==> src/rtl/mem_stage.sv <==
// RV32I MEM stage: data-memory bus master with lane steering, load extension and the MEM/WB register.
// Latency: one cycle to MEM/WB on zero-wait memory; each bus wait cycle adds one stall_o cycle.
module mem_stage #(
  parameter logic [31:0] BUBBLE_INST = 32'h0000_0013
) (
  input  logic        clk_i,
  input  logic        rst_ni,
  input  logic [31:0] alu_mem_i,
  input  logic [31:0] rs2_mem_i,
  input  logic [31:0] pc4_mem_i,
  input  logic        MemRW_mem_i,
  input  logic [1:0]  WBSel_mem_i,
  input  logic        RegWEn_mem_i,
  input  logic [4:0]  rsW_mem_i,
  input  logic [31:0] inst_mem_i,
  input  logic        enable_i,
  input  logic        reset_i,
  output logic        dmem_req_o,
  output logic        dmem_we_o,
  output logic [31:0] dmem_addr_o,
  output logic [31:0] dmem_wdata_o,
  output logic [3:0]  dmem_be_o,
  input  logic [31:0] dmem_rdata_i,
  input  logic        dmem_ready_i,
  output logic        stall_o,
  output logic        misalign_o,
  output logic [31:0] alu_wb_o,
  output logic [31:0] ld_wb_o,
  output logic [31:0] pc4_wb_o,
  output logic [31:0] inst_wb_o,
  output logic [1:0]  WBSel_wb_o,
  output logic        RegWEn_wb_o,
  output logic [4:0]  rsW_wb_o
);

  localparam logic [1:0] S_IDLE = 2'd0;
  localparam logic [1:0] S_WAIT = 2'd1;
  localparam logic [1:0] S_HOLD = 2'd2;

  logic [1:0]  state_q, state_d;
  logic [31:0] ld_buf_q;
  logic        flush_q;

  logic        is_load, is_store, mem_op, misalign;
  logic [2:0]  f3;
  logic [1:0]  a_lo;
  logic        req_raw, stall_raw, done, kill;
  logic [31:0] lane, ld_ext, wdata_raw;
  logic [3:0]  be_raw;

  assign is_load  = (inst_mem_i[6:0] == 7'b0000011);
  assign is_store = MemRW_mem_i;
  assign mem_op   = is_load | is_store;
  assign f3       = inst_mem_i[14:12];
  assign a_lo     = alu_mem_i[1:0];

  always_comb begin
    misalign = 1'b0;
    if (mem_op) begin
      if (f3[1:0] == 2'b01) misalign = a_lo[0];
      else if (f3[1:0] == 2'b10) misalign = (a_lo != 2'b00);
    end
  end
  assign misalign_o = misalign;

  always_comb begin
    req_raw   = 1'b0;
    stall_raw = 1'b0;
    case (state_q)
      S_IDLE: begin
        req_raw   = mem_op & ~misalign;
        stall_raw = req_raw & ~dmem_ready_i;
      end
      S_WAIT: begin
        req_raw   = 1'b1;
        stall_raw = ~dmem_ready_i;
      end
      default: ;
    endcase
  end

  // Gating with rst_ni lets the request drop the instant reset asserts.
  assign dmem_req_o = req_raw & rst_ni;
  assign stall_o    = stall_raw & rst_ni;
  assign done       = dmem_req_o & dmem_ready_i;
  assign kill       = (state_q == S_WAIT) & flush_q;

  always_comb begin
    case (f3[1:0])
      2'b00: begin
        be_raw    = 4'b0001 << a_lo;
        wdata_raw = {4{rs2_mem_i[7:0]}};
      end
      2'b01: begin
        be_raw    = 4'b0011 << {a_lo[1], 1'b0};
        wdata_raw = {2{rs2_mem_i[15:0]}};
      end
      default: begin
        be_raw    = 4'b1111;
        wdata_raw = rs2_mem_i;
      end
    endcase
  end

  assign dmem_we_o    = is_store;
  assign dmem_addr_o  = {alu_mem_i[31:2], 2'b00};
  assign dmem_be_o    = dmem_req_o ? be_raw : 4'b0000;
  assign dmem_wdata_o = (dmem_req_o & is_store) ? wdata_raw : 32'd0;

  assign lane = dmem_rdata_i >> {a_lo, 3'b000};

  always_comb begin
    case (f3)
      3'b000:  ld_ext = {{24{lane[7]}}, lane[7:0]};
      3'b001:  ld_ext = {{16{lane[15]}}, lane[15:0]};
      3'b100:  ld_ext = {24'd0, lane[7:0]};
      3'b101:  ld_ext = {16'd0, lane[15:0]};
      default: ld_ext = dmem_rdata_i;
    endcase
  end

  // A flushed access still finishes on the bus, but never parks its data in HOLD.
  always_comb begin
    state_d = state_q;
    case (state_q)
      S_IDLE: if (req_raw) state_d = !dmem_ready_i ? S_WAIT : (enable_i ? S_IDLE : S_HOLD);
      S_WAIT: if (dmem_ready_i) state_d = (enable_i | flush_q) ? S_IDLE : S_HOLD;
      S_HOLD: if (enable_i) state_d = S_IDLE;
      default: state_d = S_IDLE;
    endcase
  end

  always_ff @(posedge clk_i or negedge rst_ni) begin
    if (!rst_ni) begin
      state_q  <= S_IDLE;
      flush_q  <= 1'b0;
      ld_buf_q <= 32'd0;
    end else begin
      state_q <= state_d;
      flush_q <= (state_d == S_WAIT) & (flush_q | (enable_i & reset_i));
      if (done & ~enable_i & ~kill) ld_buf_q <= ld_ext;
    end
  end

  always_ff @(posedge clk_i or negedge rst_ni) begin
    if (!rst_ni) begin
      alu_wb_o    <= 32'd0;
      ld_wb_o     <= 32'd0;
      pc4_wb_o    <= 32'd0;
      inst_wb_o   <= BUBBLE_INST;
      WBSel_wb_o  <= 2'd0;
      RegWEn_wb_o <= 1'b0;
      rsW_wb_o    <= 5'd0;
    end else if (enable_i) begin
      if (reset_i | stall_o | kill) begin
        alu_wb_o    <= 32'd0;
        ld_wb_o     <= 32'd0;
        pc4_wb_o    <= 32'd0;
        inst_wb_o   <= BUBBLE_INST;
        WBSel_wb_o  <= 2'd0;
        RegWEn_wb_o <= 1'b0;
        rsW_wb_o    <= 5'd0;
      end else begin
        alu_wb_o    <= alu_mem_i;
        pc4_wb_o    <= pc4_mem_i;
        inst_wb_o   <= inst_mem_i;
        WBSel_wb_o  <= WBSel_mem_i;
        RegWEn_wb_o <= RegWEn_mem_i & ~misalign;
        rsW_wb_o    <= rsW_mem_i;
        if (is_load & ~misalign) ld_wb_o <= (state_q == S_HOLD) ? ld_buf_q : ld_ext;
        else ld_wb_o <= 32'd0;
      end
    end
  end

endmodule

==> config.mk <==
export PLATFORM = sky130hd
export DESIGN_NAME = mem_stage
export DESIGN_NICKNAME = d
export VERILOG_FILES = /design/src/rtl/mem_stage.sv
export SDC_FILE = /design/constraint.sdc
export NUM_CORES = 1
export LEC_CHECK = 0
export ABC_AREA = 1
export BUFFER_PORTS_ARGS = -buffer_cell sky130_fd_sc_hd__buf_2
export CORE_AREA = 2 2 147 149
export CTS_BUF_LIST = sky130_fd_sc_hd__clkbuf_8 sky130_fd_sc_hd__clkbuf_16
export CTS_CLUSTER_DIAMETER = 30
export DETAILED_ROUTE_END_ITERATION = 8
export DIE_AREA = 0 0 149 151
export GPL_TIMING_DRIVEN = 0
export PLACE_DENSITY = 0.69
export SYNTH_ARGS = -nofsm -noshare
export SYNTH_HDL_FRONTEND = slang
export SYNTH_SLANG_ARGS = --single-unit
==> constraint.sdc <==
create_clock -name clk_i -period 4.49 [get_ports clk_i]
set_clock_uncertainty 0.15 [all_clocks]
set_input_delay 0.898 -clock clk_i [delete_from_list [all_inputs] [get_ports clk_i]]
set_output_delay 0.898 -clock clk_i [all_outputs]
set_load 0.05 [all_outputs]
==> qor.yml <==
status: "complete, no violations"
tightest_slew_ns: 0.726
cp-end-kind: "output port"
critPathArrivalTime_ns: 3.07
power_frac_comb_pct: 25.2
cts_buffers: 17
grt_pass1_wl_mm: 47.0
hp-class: "in -> async"
postPlaceCellArea_um2: 10900
p_sw_share_pct: 35.9
fin_crit_ns: 4.12
syn_area_per_cell_um2: 7.33
syn_area_um2: 8590
clk_path_buf_depth: 2
finalSetupTns_ns: 0
yosys_warnings: 0
routedWlPerCell_um: 16.3
cpLargestDelayFamily: "buffers and inverters"
clk_pin_slew_ns: 0.07
grt_pass1_vias: 8656
cts_hold_buf: 0
overflow: 0
antenna_found_initial: 2
intPower_mw: 2.88
num_rows: 53
gp_congestion: 0.930
peakVddDrop_v: 0.000177
yosys-top-cells-area: "dfrtp_1, nand2_1, o21ai_0"
synth_largest_area_cell: "dfrtp_1"
slew_violations: 0
core-area_um2: 20800
final-setup-viol-count: 0
cp_max_fo: 92
p_clk_share_pct: 35.0
clk_latency_ns: 0.43
grtUsageTotal_pct: 27.0
fin_nets: 1746
maxCapViolations: 0
fillers: 2074
drive_gt1_share_pct: 31.0
worst_path_most_repeated_cell: "buf_2"
hold_viol_final: 0
detail-route-antenna-nets: 0
start_util_pct: 41.3
grt_setup_unrepaired: "false"
vias: 8991
fin_crit_sh_pct: 91.8
crit_required_ns: 3.44
layout_common_cells: "nand2_1, buf_2, dfrtp_1"
seqPwrFrac_pct: 39.8
die_w_um: 149
port_buffers: 378
p_per_area_nw_per_um2: 390
htreeDepth: 4
viasPerCell: 4.83
multiInputGateArea_um2: 3560
fin_util_pct: 55.2
p_switching_mw: 1.61
critPathSlowestCell: "buf_8"
ff_latch_area_um2: 4280
die_area_um2: 22500
syn2layout_area_growth_pct: 33.9
cp-start-kind: "input port"
fin_hold_ws_ns: 0.312
crit_buf_inv: 5
max_freq_ghz: 0.243
fp.dieH_um: 151
synth_top_area_share_pct: 48.9
cts_tree: "done"
crit_chain: "buf_8 > buf_16 > nand2_2 > nor2_4 > inv_2 > buf_2 > nor2_1 > buf_2"
routed_wl_mm: 30.4
final_area_um2: 11500
synth_cells: 1173
crit_type: "in -> out"
total_leakage_power_nw: 6.62
clock_sinks: 171
slowest_delay_ns: 0.49
timing.slew.headroom_pct: 51.6
drcViolationCount: 0
cts_root_buf: "clkbuf_16"
final_common_cell: "nand2_1"
synth.distinct_cells: 27
grt_max_degree: 93
cts_resized: 0
dpl.hpwl_mm: 23.8
dr.pass1.iters: 5
yosysSeqAreaShare_pct: 49.8
cts_setup_buffers: 0
drt-initial-drc-count: 598
io_pins: 382
ys_seq_elements: 171
-- final timing paths --
| path | depth (start not counted) | startpoint | end | slack [ns] |
|---|---|---|---|---|
| setup reg to reg | 7 | state_q[0]$_DFF_PN0_ | ld_wb_o[20]$_DFFE_PN0P_ | 2.59 |
| hold / removal | 1 | rst_ni | pc4_wb_o[2]$_DFFE_PN0P_ | 0.31 |
| min in group clk_i | 2 | ld_wb_o[21]$_DFFE_PN0P_ | ld_wb_o[21]$_DFFE_PN0P_ | 0.32 |
| hold reg to reg | 2 | ld_wb_o[21]$_DFFE_PN0P_ | ld_wb_o[21]$_DFFE_PN0P_ | 0.32 |
| max in group asynchronous | 2 | rst_ni | alu_wb_o[3]$_DFFE_PN0P_ | 3.04 |
| setup / recovery | 8 | rst_ni | dmem_wdata_o[17] | 0.37 |
-- cells by family after synthesis --
kind of cell    after synthesis  synth area share [%]
compound gates              163                  9.70
other cells                   1                0.0436
buf+inv                     149                  8.78
flops                       171                  49.8
simple gates                689                  31.6
-- through the flow --
stage	setup slack [ns]	power [mW]	cells
2_1_floorplan	0.851	2.56	1174
3_3_place_gp	-2.37	2.93	1827
3_5_place_dp	0.255	2.95	1828
4_1_cts	0.249	4.52	1860
5_1_grt	0.0407	4.68	1861
6_report	0.367	4.49	1861
-- worst register-to-register path, delay by kind of cell (launching register included) --
family / cells / cell delay, ns
AND/OR/NAND/NOR: 5 / 0.47
flip-flops: 1 / 0.40
buffers and inverters: 2 / 0.82
-- cell type report --
type | instances | share of cell area (%)
repair buffers | 379 | 16.8
diodes | 1 | 0.0218
well taps | 275 | 2.99
flip-flops and latches | 171 | 37.2
multi-input cells | 854 | 30.9
clock inverters | 13 | 1.54
plain buffers | 100 | 4.96
clock buffers | 19 | 3.94
inverters | 49 | 1.60
-- synthesized netlist by cell type (all sizes together) --
| library cell | n |
|---|---|
| a21oi | 23 |
| buf | 55 |
| clkbuf | 45 |
| conb | 1 |
| dfrtp | 168 |
| dfstp | 3 |
| inv | 49 |
| nand2 | 558 |
| nand3 | 52 |
| nand3b | 1 |
| nand4 | 1 |
| nor2 | 65 |
| nor3 | 1 |
| o21ai | 129 |
| o21bai | 3 |
| o22ai | 8 |
| or2 | 11 |
-- layer usage --
metal | vias up | track usage, % | wire length (µm)
met5 | - | 0 | 13
met4 | 2 | 7.00 | 384
met3 | 35 | 4.55 | 1700
met2 | 314 | 45.2 | 14900
met1 | 4202 | 36.4 | 13400
li1 | 4438 | - | -
-- sequential cells by signal, summed over array words and instances, names as in the netlist --
signal / count
ld_buf_q: 32
alu_wb_o: 32
flush_q: 1
inst_wb_o: 32
state_q: 2
WBSel_wb_o: 2
ld_wb_o: 32
pc4_wb_o: 32
rsW_wb_o: 5
RegWEn_wb_o: 1
-- power groups by stage --
stage                     registers (mW)  logic, mW  clock network (mW)
after detailed placement            1.81       1.14                   0
after global routing                1.80       1.23                1.65
final                               1.79       1.13                1.57
after floorplan                     2.09      0.477                   0
after global placement              1.81       1.12                   0
after CTS                           1.78       1.14                1.60
Note: power is estimated with default switching activity, not from simulation.
